<file path="src/rtl/input_request_arbiter_pkg.sv">
// input_request_arbiter_pkg: shared widths, FSM encodings and round-robin index helper
package input_request_arbiter_pkg;
  localparam int ISA_WIDTH = 32;
  localparam logic [1:0] ST_IDLE = 2'd0;
  localparam logic [1:0] ST_ARM  = 2'd1;
  localparam logic [1:0] ST_WAIT = 2'd2;
  localparam logic [1:0] ST_DONE = 2'd3;
  function automatic int rr_add(input int base, input int k, input int n);
    return (base + k) % n;
  endfunction
endpackage

</file>
<file path="src/rtl/input_request_arbiter_rr_priority_picker.sv">
// rr_priority_picker: combinational round-robin one-hot selector
//   req : request vector, ptr : index searched first (wraps)
//   gnt : one-hot first request at/after ptr, idx : its index, 0 when none
module rr_priority_picker
  import input_request_arbiter_pkg::*;
#(
  parameter int N = 2,
  localparam int PW = $clog2(N)
) (
  input  logic [N-1:0]  req,
  input  logic [PW-1:0] ptr,
  output logic [N-1:0]  gnt,
  output logic [PW-1:0] idx
);
  logic [PW-1:0] ci;
  logic found;
  always_comb begin
    gnt = '0;
    idx = '0;
    ci = '0;
    found = 1'b0;
    for (int k = 0; k < N; k++) begin
      ci = PW'(rr_add(int'(ptr), k, N));
      if (!found && req[ci]) begin
        gnt[ci] = 1'b1;
        idx = ci;
        found = 1'b1;
      end
    end
  end
endmodule

</file>
<file path="src/rtl/input_request_arbiter.sv">
// input_request_arbiter: round-robin sharing of the user input unit between requesters
//   req/grant/ack : per-requester level request, one-hot owner, one-cycle completion pulse
//   rdata         : captured input word (switches zero-extended or keypad), held after ack
//   busy          : transaction in progress, to hazard_unit
//   input_enable / input_complete / keypad_data / switch_data / switch_enable / cpu_pause : input_unit side
module input_request_arbiter
  import input_request_arbiter_pkg::*;
#(
  parameter int NUM_REQ = 2,
  parameter int SWITCH_WIDTH = 24,
  parameter int ARM_TIMEOUT = 15
) (
  input  logic                    clk,
  input  logic                    rst_n,
  input  logic [NUM_REQ-1:0]      req,
  output logic [NUM_REQ-1:0]      grant,
  output logic [NUM_REQ-1:0]      ack,
  output logic [ISA_WIDTH-1:0]    rdata,
  output logic                    busy,
  output logic                    input_enable,
  input  logic                    input_complete,
  input  logic [ISA_WIDTH-1:0]    keypad_data,
  input  logic [SWITCH_WIDTH-1:0] switch_data,
  input  logic                    switch_enable,
  input  logic                    cpu_pause
);
  localparam int PW = $clog2(NUM_REQ);
  localparam int CW = $clog2(ARM_TIMEOUT + 1);
  logic [1:0] state;
  logic [PW-1:0] rr_ptr, owner, pick_idx, next_ptr;
  logic [NUM_REQ-1:0] pick;
  logic [CW-1:0] cnt;
  assign next_ptr = PW'(rr_add(int'(owner), 1, NUM_REQ));
  rr_priority_picker #(.N(NUM_REQ)) u_pick (
    .req(req),
    .ptr(rr_ptr),
    .gnt(pick),
    .idx(pick_idx)
  );
  always_ff @(posedge clk or negedge rst_n) begin
    if (!rst_n) begin
      state <= ST_IDLE;
      grant <= '0;
      ack <= '0;
      rdata <= '0;
      busy <= 1'b0;
      input_enable <= 1'b0;
      rr_ptr <= '0;
      owner <= '0;
      cnt <= '0;
    end else begin
      case (state)
        ST_IDLE: if (!cpu_pause && |req) begin
          state <= ST_ARM;
          grant <= pick;
          owner <= pick_idx;
          busy <= 1'b1;
          input_enable <= 1'b1;
          cnt <= '0;
        end
        ST_ARM, ST_WAIT: if (!req[owner]) begin
          state <= ST_IDLE;
          grant <= '0;
          busy <= 1'b0;
          input_enable <= 1'b0;
          rr_ptr <= next_ptr;
          cnt <= '0;
        end else if (!cpu_pause) begin
          if (state == ST_WAIT) begin
            if (input_complete) begin
              state <= ST_DONE;
              ack <= grant;
              input_enable <= 1'b0;
              rdata <= switch_enable ? ISA_WIDTH'(switch_data) : keypad_data;
            end
          end else if (!input_complete) begin
            state <= ST_WAIT;
            input_enable <= 1'b1;
            cnt <= '0;
          end else if (!input_enable) begin
            // the one-cycle forced drop is over; counting restarts from zero
            input_enable <= 1'b1;
          end else if (cnt == CW'(ARM_TIMEOUT - 1)) begin
            // stale completion never cleared: pulse enable low to push input_unit back through BLOCK
            input_enable <= 1'b0;
            cnt <= '0;
          end else begin
            cnt <= cnt + 1'b1;
          end
        end
        default: begin
          state <= ST_IDLE;
          grant <= '0;
          ack <= '0;
          busy <= 1'b0;
          rr_ptr <= next_ptr;
        end
      endcase
    end
  end
endmodule

</file>
<file path="config.mk">
export PLATFORM = sky130hd
export DESIGN_NAME = input_request_arbiter
export DESIGN_NICKNAME = d
export VERILOG_FILES = /design/src/rtl/input_request_arbiter_pkg.sv /design/src/rtl/input_request_arbiter_rr_priority_picker.sv /design/src/rtl/input_request_arbiter.sv
export SDC_FILE = /design/constraint.sdc
export NUM_CORES = 1
export LEC_CHECK = 0
export BUFFER_PORTS_ARGS = -buffer_cell sky130_fd_sc_hd__buf_2
export CAP_MARGIN = 20
export CORE_UTILIZATION = 48
export CTS_BUF_LIST = sky130_fd_sc_hd__clkbuf_16
export DETAILED_ROUTE_END_ITERATION = 10
export GPL_TIMING_DRIVEN = 0
export HOLD_SLACK_MARGIN = 0.1
export PLACE_DENSITY = 0.8
export SETUP_SLACK_MARGIN = 0.5
export SLEW_MARGIN = 0
export SYNTH_ARGS = -nofsm -noshare
export SYNTH_HDL_FRONTEND = slang
export SYNTH_SLANG_ARGS = --single-unit
</file>
<file path="constraint.sdc">
create_clock -name clk -period 2.5 [get_ports clk]
set_input_delay 0.25 -clock clk [delete_from_list [all_inputs] [get_ports clk]]
set_output_delay 0.25 -clock clk [all_outputs]
set_load 0.01 [all_outputs]
</file>
==> impl_metrics.ini, run 1 <==
[yosys]
ys_types = 40
synthCells = 228
syn_avg_cell_area_um2 = 10.7
netlist_area_um2 = 2440
synth-seq-area-share_pct = 47.2
yosysWarnings = 0
synthArstFlopShare_pct = 100
synth_fp_nets = 298
synth-main-ff-cell = dfrtp_1
synth_edf_count = 0
synth_seq_cells = 46

[sta]
slew_headroom_pct = 53.2
slew_viol_final = 0
grt_setup_unrepaired = false
fin_crit_sh_pct = 73.6
worstMarginPinSlew_ps = 703
setup-tns-final_ps = 0
finalHoldViolCount = 0
setup_viol = 0
fin_skew_ps = 5.56
min_period_ps = 1840
max_freq_mhz = 544

[global_route]
grt_max_degree = 47
grt_pass1_vias = 1814
gr-usage-all-layers_pct = 20.4
grt_pass1_wl_um = 8220
grt_overflow = 0
antenna_found_initial = 0

[worst_setup_path]
critPathMaxStageDelay_ps = 420
worstPathCellList = inv_1, ha_4, nand2_1, nor4b_2, buf_4, buf_4, o21ai_0
r2r_cells = 7
cp_max_fo = 10
cpMostUsedCell = buf_4
crit_path_start_kind = register
endpoint = rdata[25]
cp_data_arrival_time_ps = 2000
setup.worst_path.end_class = register
rr_startpoint = state[1]
crit_required_ps = 2660
r2r-end = rdata[25]
cp_slowest_cell = dfrtp_1
crit_start = state[1]
critical_path_class = register to register
rrSetupSlack_ps = 660

[clocking]
cts_made_buffers = 5
h-tree-depth = 2
clkTransAtPathRegs_ps = 60
cts_tree = done
clock_latency_ps = 280
clock_sinks = 46
clock_path_buffers = 2
root_buffer = clkbuf_16

[placed_design]
placedCellCount = 394
port_buffers = 99
gp_routability_congestion = 0.796
dp_hpwl_um = 3890

[floorplan]
io_pins = 101
chipHeight_um = 73.3
start_util_pct = 50.6
die_area_um2 = 5370
fp.dieW_um = 73.3
rows = 25
coreArea_um2 = 4820

[route]
route.detailed.drc = 0
firstDrtPassIters = 4
wl_per_cell_um = 13.0
vias = 2035
wl_um = 5270
drt_iter0_drc = 167
viasPerCell = 5.02
ant_nets = 0

[power]
powerDensity_nw_per_um2 = 1030
vdd_drop_max_mv = 0.469
leakage_nw = 1.66

[layout]
area_delta_synth_final_pct = 32.6
drive_above_1_share_pct = 43.8
final_cells = 405
nets = 407
final_util_pct = 67.1
n_antenna_cell = 0

[run]
drv_cap = 0

[outcome]
outcome = complete, no violations

[min_path]
min_path_type = primary input to register
min_path_cells = 3
[metal layers]
layer	share of wire [%]	wire [µm]	track usage (%)	vias to the layer above
li1	-	-	-	1015
met1	43	2260	25.2	943
met2	51	2690	34.6	69
met3	4.4	234	5.08	8
met4	1.7	89	7.19	0
met5	0	0	0	-
[cell usage in the layout (no fill, tap or decap), drive strengths merged]
cell type      n
buf          109
dfrtp         46
nor2          30
mux2i         27
a21oi         26
inv           17
o21ai         16
nand3b         9
nand2          8
clkbuf         8
ha             7
nand2b         4
o31ai          3
and3           2
mux2           2
nor2b          2
a31oi          2
nor4b          1
o21bai         1
a21o           1
a311o          1
a41oi          1
a211oi         1
and4b          1
or3            1
nor3b          1
a221o          1
o221ai         1
o2bb2ai        1
nand3          1
and2           1
o41ai          1
a22oi          1
o22a           1
clkinvlp       1
bufinv         1
dlygate4sd3    1
[cells in the mapped netlist (3+ instances only)]
library cell  instances  area [µm²]
a21oi_2              24         210
buf_6                 5        56.3
clkbuf_1              3        11.3
dfrtp_1              46        1150
ha_1                  7        87.6
inv_1                16        60.1
mux2i_1              26         260
nand2_1               8        30.0
nand2b_1              3        18.8
nand3b_1              9        67.6
nor2_1               30         113
o21ai_0              15        75.1
o31ai_1               3        22.5
[how the worst min path moves through the flow]
stage,end,from
2_1_floorplan,ack[0],rst_n
3_3_place_gp,rdata[14],rst_n
3_5_place_dp,rdata[14],rst_n
4_1_cts,owner,rst_n
5_1_grt,rdata[30],keypad_data[30]
6_report,rdata[29],keypad_data[29]
[through the flow]
step	total power [W]	worst slack [ps]	hold slack, ps	instance area (µm²)
after floorplan	0.00207	760	-45.6	2440
after global placement	0.00252	529	475	3020
after CTS	0.00333	524	177	3190
after detailed placement	0.00257	498	478	3020
final	0.00333	660	203	3230
after global routing	0.00357	542	209	3230
[critical path: cells and delay by family, from the launching register on]
family                     cells  cell delay, ps
AOI/OAI and AO/OA              1             100
and+or+nand+nor                2             330
DFF                            1             420
adders and majority gates      1             340
buffers and inverters          3             520
[state kept, by name, summed over array words and instances (netlist names)]
| register | flops |
|---|---|
| rdata | 32 |
| cnt | 4 |
| ack | 2 |
| grant | 2 |
| state | 2 |
| busy | 1 |
| input_enable | 1 |
| owner | 1 |
| rr_ptr | 1 |
[power breakdown]
part	internal, W	switching [W]	total, W
Combinational	0.000608	0.000743	0.00135
Sequential	0.00107	0.000179	0.00125
Clock	0.000467	0.000264	0.000731
[cell type report]
cell class                      instances  area, µm²
Tap cell                               67       83.8
Timing Repair Buffer                  102        533
Clock inverter                          3       41.3
Sequential cell                        46       1150
Buffer                                 11       87.6
Clock buffer                            5        125
Fill cell                             421       1580
Inverter                               16       60.1
Multi-Input combinational cell        155       1150
[cell families after synthesis]
family / count (synthesis) / share of synthesized area [%]
compound gates: 58 / 17.8
fa+ha+maj: 7 / 3.59
simple gates: 61 / 13.2
flops: 46 / 47.2
buf+inv: 27 / 6.05
mux: 29 / 12.2
[timing repair]
action | in CTS | in global routing
endpoints found under the setup margin | 8 | 33
resized for setup | 1 | 1
setup buffers | 0 | 1
hold buffers | 0 | 1
cloned | 0 | 0
hold endpoints to repair | 0 | 18
Power figures use the tool's default switching activity.
==> run 2, diff against run 1 <==
--- a/config.mk
+++ b/config.mk
@@ -7,12 +7,12 @@
 export LEC_CHECK = 0
 export BUFFER_PORTS_ARGS = -buffer_cell sky130_fd_sc_hd__buf_2
 export CAP_MARGIN = 20
-export CORE_UTILIZATION = 48
+export CORE_UTILIZATION = 43
 export CTS_BUF_LIST = sky130_fd_sc_hd__clkbuf_16
 export DETAILED_ROUTE_END_ITERATION = 10
 export GPL_TIMING_DRIVEN = 0
 export HOLD_SLACK_MARGIN = 0.1
-export PLACE_DENSITY = 0.8
+export PLACE_DENSITY = 0.76
 export SETUP_SLACK_MARGIN = 0.5
 export SLEW_MARGIN = 0
 export SYNTH_ARGS = -nofsm -noshare
==> constraint.sdc (replaced) <==
create_clock -name clk -period 1.5 [get_ports clk]
set_input_delay 0.15 -clock clk [delete_from_list [all_inputs] [get_ports clk]]
set_output_delay 0.15 -clock clk [all_outputs]
set_load 0.01 [all_outputs]
==> run 2 against run 1 <==
- the run now ends with negative setup slack left
- non-clock buffer count up 16
- total power increased by 77%
- worst hold slack worse by 89 ps
- combinational power rose by 110%
- sequential power is 66% higher
- flip-flop and latch count unchanged
- setup slack got worse by 780 ps
- final area rose by 8.8%
- fmax rose by 13%
- register-to-register slack worse by 780 ps
==> impl_metrics.ini, run 2 (synthesis gave the netlist of run 1 again) <==
[layout]
regArea_um2 = 1150
drive_above_1_share_pct = 51.4
regMostFlops = rdata
multi_input_area_um2 = 1280
final_util_pct = 64.3
largest_reg_flops = 32
reg.largest.list = rdata x32, cnt x4
final_common_cell = buf_2
nets = 423
area_delta_synth_final_pct = 44.3
most-common-layout-cells = 100 x buf_2, 46 x dfrtp_1, 29 x nor2_1
n_antenna_cell = 0
fillCellCount = 481

[global_route]
antenna_found_initial = 0
grt_pass1_wl_um = 9370
grt_overflow = 0
gr-usage-all-layers_pct = 19.5
grt_max_degree = 47
grt_pass1_vias = 2041

[sta]
fin_hold_ws_ps = 114
setup_viol = 38
slew_viol_final = 0
grt_setup_unrepaired = true
fin_crit_sh_pct = 108
slew_headroom_pct = 53.6
fin_skew_ps = 6.65
fin_ws_ps = -123
setup-tns-final_ps = -3120
min_period_ps = 1620
finalHoldViolCount = 0
max_freq_mhz = 616
worstMarginPinSlew_ps = 696

[clocking]
clock_path_buffers = 2
root_buffer = clkbuf_16
cts_made_buffers = 5
clkTransAtPathRegs_ps = 60
h-tree-depth = 2
clock_sinks = 46
clock_latency_ps = 280
cts_tree = done

[floorplan]
fp.dieW_um = 77.3
start_util_pct = 44.6
chipHeight_um = 77.3
coreArea_um2 = 5470
rows = 27
die_area_um2 = 5980
io_pins = 101

[worst_setup_path]
cp_max_fo = 5
r2r_cells = 6
crit_required_ps = 1660
r2r-end = cnt[1]
critical_path_class = register to register
rrSetupSlack_ps = -120
crit_start = state[0]
rr_startpoint = state[0]
crit_path_start_kind = register
endpoint = cnt[1]
cp_data_arrival_time_ps = 1790
setup.worst_path.end_class = register

[placed_design]
gp_routability_congestion = 0.799
port_buffers = 99
dp_hpwl_um = 3990
place_ws_ps = -305

[route]
drt_iter0_drc = 86
vias = 2082
ant_nets = 0
viasPerCell = 4.89
firstDrtPassIters = 4
wl_um = 5590
route.detailed.drc = 0
wl_per_cell_um = 13.1

[run]
drv_cap = 0

[power]
vdd_drop_max_mv = 0.725
leakage_nw = 1.79
powerDensity_nw_per_um2 = 1680
power_w = 0.00591

[outcome]
violations = negative setup slack
outcome = complete, but fails checks

[min_path]
min_path_type = primary input to register
==> run 2: layout make-up <==
cell class                 count  area share (%)
buffer                        11            3.38
clock buffer                   5            3.55
clock inverter                 3           0.498
inverter                      16            1.71
multi-input combinational    155            36.5
sequential                    46            32.7
tap                           72            2.56
timing repair buffer         118            19.1
==> run 2: per-layer routing <==
layer  track usage [%]  vias to the layer above  wire length (µm)  share of wire, %
met2              34.6                       59              2830                51
li1                  -                     1040                 -                 -
met3              3.81                        8               252               4.5
met5                 0                        -                 0                 0
met1              23.9                      975              2440                44
met4              5.47                        0                72               1.3
==> run 2: repair_timing <==
item                       in CTS  in global routing
setup endpoints to repair      46                 48
gates resized for setup        25                  3
pin swaps                       8                  2
gates cloned                    2                  0
hold endpoints to repair       43                 20
buffers inserted               10                  5
==> run 2: worst min-delay path by stage <==
stage | slack (ps) | endpoint | depth (start not counted) | start
floorplan | -150 | ack[0] | 0 | rst_n
global placement | 380 | rdata[20] | 1 | rst_n
detailed placement | 390 | rdata[20] | 1 | rst_n
CTS | 90 | rdata[20] | 1 | rst_n
global route | 120 | rdata[31] | 3 | keypad_data[31]
finish | 110 | rdata[31] | 3 | keypad_data[31]
==> run 2: critical path: stages (launching register included) <==
cell,delay [ps]
dfrtp_1,370
inv_2,70
ha_4,280
buf_4,150
nand2b_4,100
o21ai_4,180
mux2_2,350
==> run 2: report_power, final <==
part | switching, W | internal (W) | total, W
Combinational | 0.00144 | 0.00133 | 0.00278
Clock | 0.000453 | 0.000611 | 0.00106
Sequential | 0.000287 | 0.00178 | 0.00207
Total | 0.00218 | 0.00372 | 0.00591
==> run 2: metrics by stage <==
step	area, µm²	std cells
floorplan	2520	228
global placement	3110	399
detailed placement	3110	399
CTS	3430	419
global route	3520	426
finish	3520	426
==> run 3, diff against run 2 <==
--- a/config.mk
+++ b/config.mk
@@ -7,12 +7,14 @@
 export LEC_CHECK = 0
 export BUFFER_PORTS_ARGS = -buffer_cell sky130_fd_sc_hd__buf_2
 export CAP_MARGIN = 20
-export CORE_UTILIZATION = 43
+export CELL_PAD_IN_SITES_DETAIL_PLACEMENT = 0
+export CELL_PAD_IN_SITES_GLOBAL_PLACEMENT = 1
+export CORE_UTILIZATION = 32
 export CTS_BUF_LIST = sky130_fd_sc_hd__clkbuf_16
 export DETAILED_ROUTE_END_ITERATION = 10
 export GPL_TIMING_DRIVEN = 0
 export HOLD_SLACK_MARGIN = 0.1
-export PLACE_DENSITY = 0.76
+export PLACE_DENSITY_LB_ADDON = 0.1
 export SETUP_SLACK_MARGIN = 0.5
 export SLEW_MARGIN = 0
 export SYNTH_ARGS = -nofsm -noshare
==> run 3 against run 2 <==
- the run ends with negative hold slack, negative setup slack left
- routed wire length rose by 8.2%
- worst hold slack got worse by 260 ps
- clock-buffer cell count did not move
- total power rose by 8.6%
- fmax fell by 1.3%
- sequential power barely moved
- critical path type unchanged
- largest cell class unchanged
==> impl_metrics.ini, run 3 (synthesis gave the netlist of run 1 again) <==
[outcome]
outcome = complete, but fails checks
violations = negative hold slack, negative setup slack

[layout]
most-common-layout-cells = 100 x buf_2, 46 x dfrtp_1, 30 x nor2_1
largest_reg_flops = 32
drive_above_1_share_pct = 54.4
n_antenna_cell = 0
regMostFlops = rdata
nets = 433
regArea_um2 = 1150
area_delta_synth_final_pct = 51.9
final_common_cell = buf_2
final_util_pct = 50.8
fillCellCount = 740
multi_input_area_um2 = 1350
final_cells = 463
reg.largest.list = rdata x32, cnt x4

[route]
wl_per_cell_um = 13.1
route.detailed.drc = 0
firstDrtPassIters = 4
wl_um = 6050
viasPerCell = 4.58
vias = 2119
drt_iter0_drc = 44
ant_nets = 0

[placed_design]
dp_hpwl_um = 4240
place_ws_ps = -254
port_buffers = 99
gp_routability_congestion = 0.702
placedCellCount = 426

[global_route]
gr-usage-all-layers_pct = 14.7
grt_overflow = 0
antenna_found_initial = 0
grt_max_degree = 47
grt_pass1_wl_um = 9050
grt_pass1_vias = 1865

[worst_setup_path]
critical-path-top-delay-family = buffers and inverters
worstPathCellList = inv_2, ha_4, nand2_4, nor4b_4, buf_6, buf_6, nor2_1, a21oi_2
cp_slowest_cell = dfrtp_1
setup.worst_path.end_class = register
path_buf_inv = 3
cp_max_fo = 10
cp_data_arrival_time_ps = 1850
crit_path_start_kind = register
cpMostUsedCell = buf_6
crit_required_ps = 1710
critPathMaxStageDelay_ps = 390
critical_path_class = register to register

[sta]
setup_viol = 42
fin_crit_sh_pct = 110
worstMarginPinSlew_ps = 721
min_period_ps = 1650
finalHoldViolCount = 20
slew_headroom_pct = 51.9
setup-tns-final_ps = -4760
fin_ws_ps = -145
fin_hold_ws_ps = -148
grt_setup_unrepaired = true
slew_viol_final = 0
max_freq_mhz = 608
fin_skew_ps = 4.97

[power]
vdd_drop_max_mv = 0.693
powerDensity_nw_per_um2 = 1730
leakage_nw = 1.85

[floorplan]
start_util_pct = 33.4
coreArea_um2 = 7290
die_area_um2 = 7970
fp.dieW_um = 89.3
io_pins = 101
chipHeight_um = 89.3
rows = 31

[clocking]
cts_made_buffers = 5
clock_latency_ps = 280
root_buffer = clkbuf_16
clkTransAtPathRegs_ps = 60
h-tree-depth = 2
clock_path_buffers = 2
cts_tree = done
clock_sinks = 46
hold_buffers = 0

[min_path]
min_path_type = primary input to asynchronous set/reset pin

[run]
drv_cap = 0
==> run 3: worst register-to-register path, stage by stage (launching register included) <==
cell and delay (ps):
dfrtp_1 390, inv_2 80, ha_4 300, nand2_4 60, nor4b_4 260, buf_6 190, buf_6 150, nor2_1 50
a21oi_2 90
==> run 3: final timing paths <==
check                                start        end  slack (ps)  depth (start not counted)
setup / recovery                  state[0]   rdata[9]        -150                          8
hold / removal                       rst_n     ack[1]        -150                          1
setup reg to reg                  state[0]   rdata[9]        -150                          8
hold reg to reg                  rdata[22]  rdata[22]         510                          2
max in group asynchronous            rst_n  rdata[31]        1120                          2
min in group clk           keypad_data[30]  rdata[30]         110                          3
==> run 3: layer usage <==
metal | part of all wire, % | global-route usage [%] | vias up
met5 | 0 | 0 | -
met4 | 0.55 | 3.03 | 0
met3 | 6.5 | 4.25 | 2
met2 | 47 | 23.5 | 68
met1 | 46 | 19.8 | 985
li1 | - | - | 1064
==> run 3: report_power, final <==
group | internal (W) | switching [W]
clock | 0.000600 | 0.000434
combinational | 0.00170 | 0.00160
sequential | 0.00178 | 0.000301
total | 0.00408 | 0.00233
==> run 3: timing repair <==
item	in CTS	in global routing
pin swaps	11	11
setup endpoints to repair	46	47
gates cloned	1	0
resized for setup	29	14
endpoints found under the hold margin	0	20
buffers inserted	16	11
==> run 3: through the flow <==
step                power (W)  area, µm²
finish                0.00642       3700
global placement      0.00449       3140
floorplan             0.00363       2520
detailed placement    0.00451       3140
CTS                   0.00611       3530
global route          0.00688       3700
==> run 3: final cells by class <==
type                            instances  share of cell area (%)
Buffer                                 11                    2.87
Clock buffer                            5                    3.38
Clock inverter                          3                   0.304
Inverter                               16                    1.62
Multi-Input combinational cell        155                    36.4
Sequential cell                        46                    31.1
Tap cell                               99                    3.34
Timing Repair Buffer                  128                    21.0
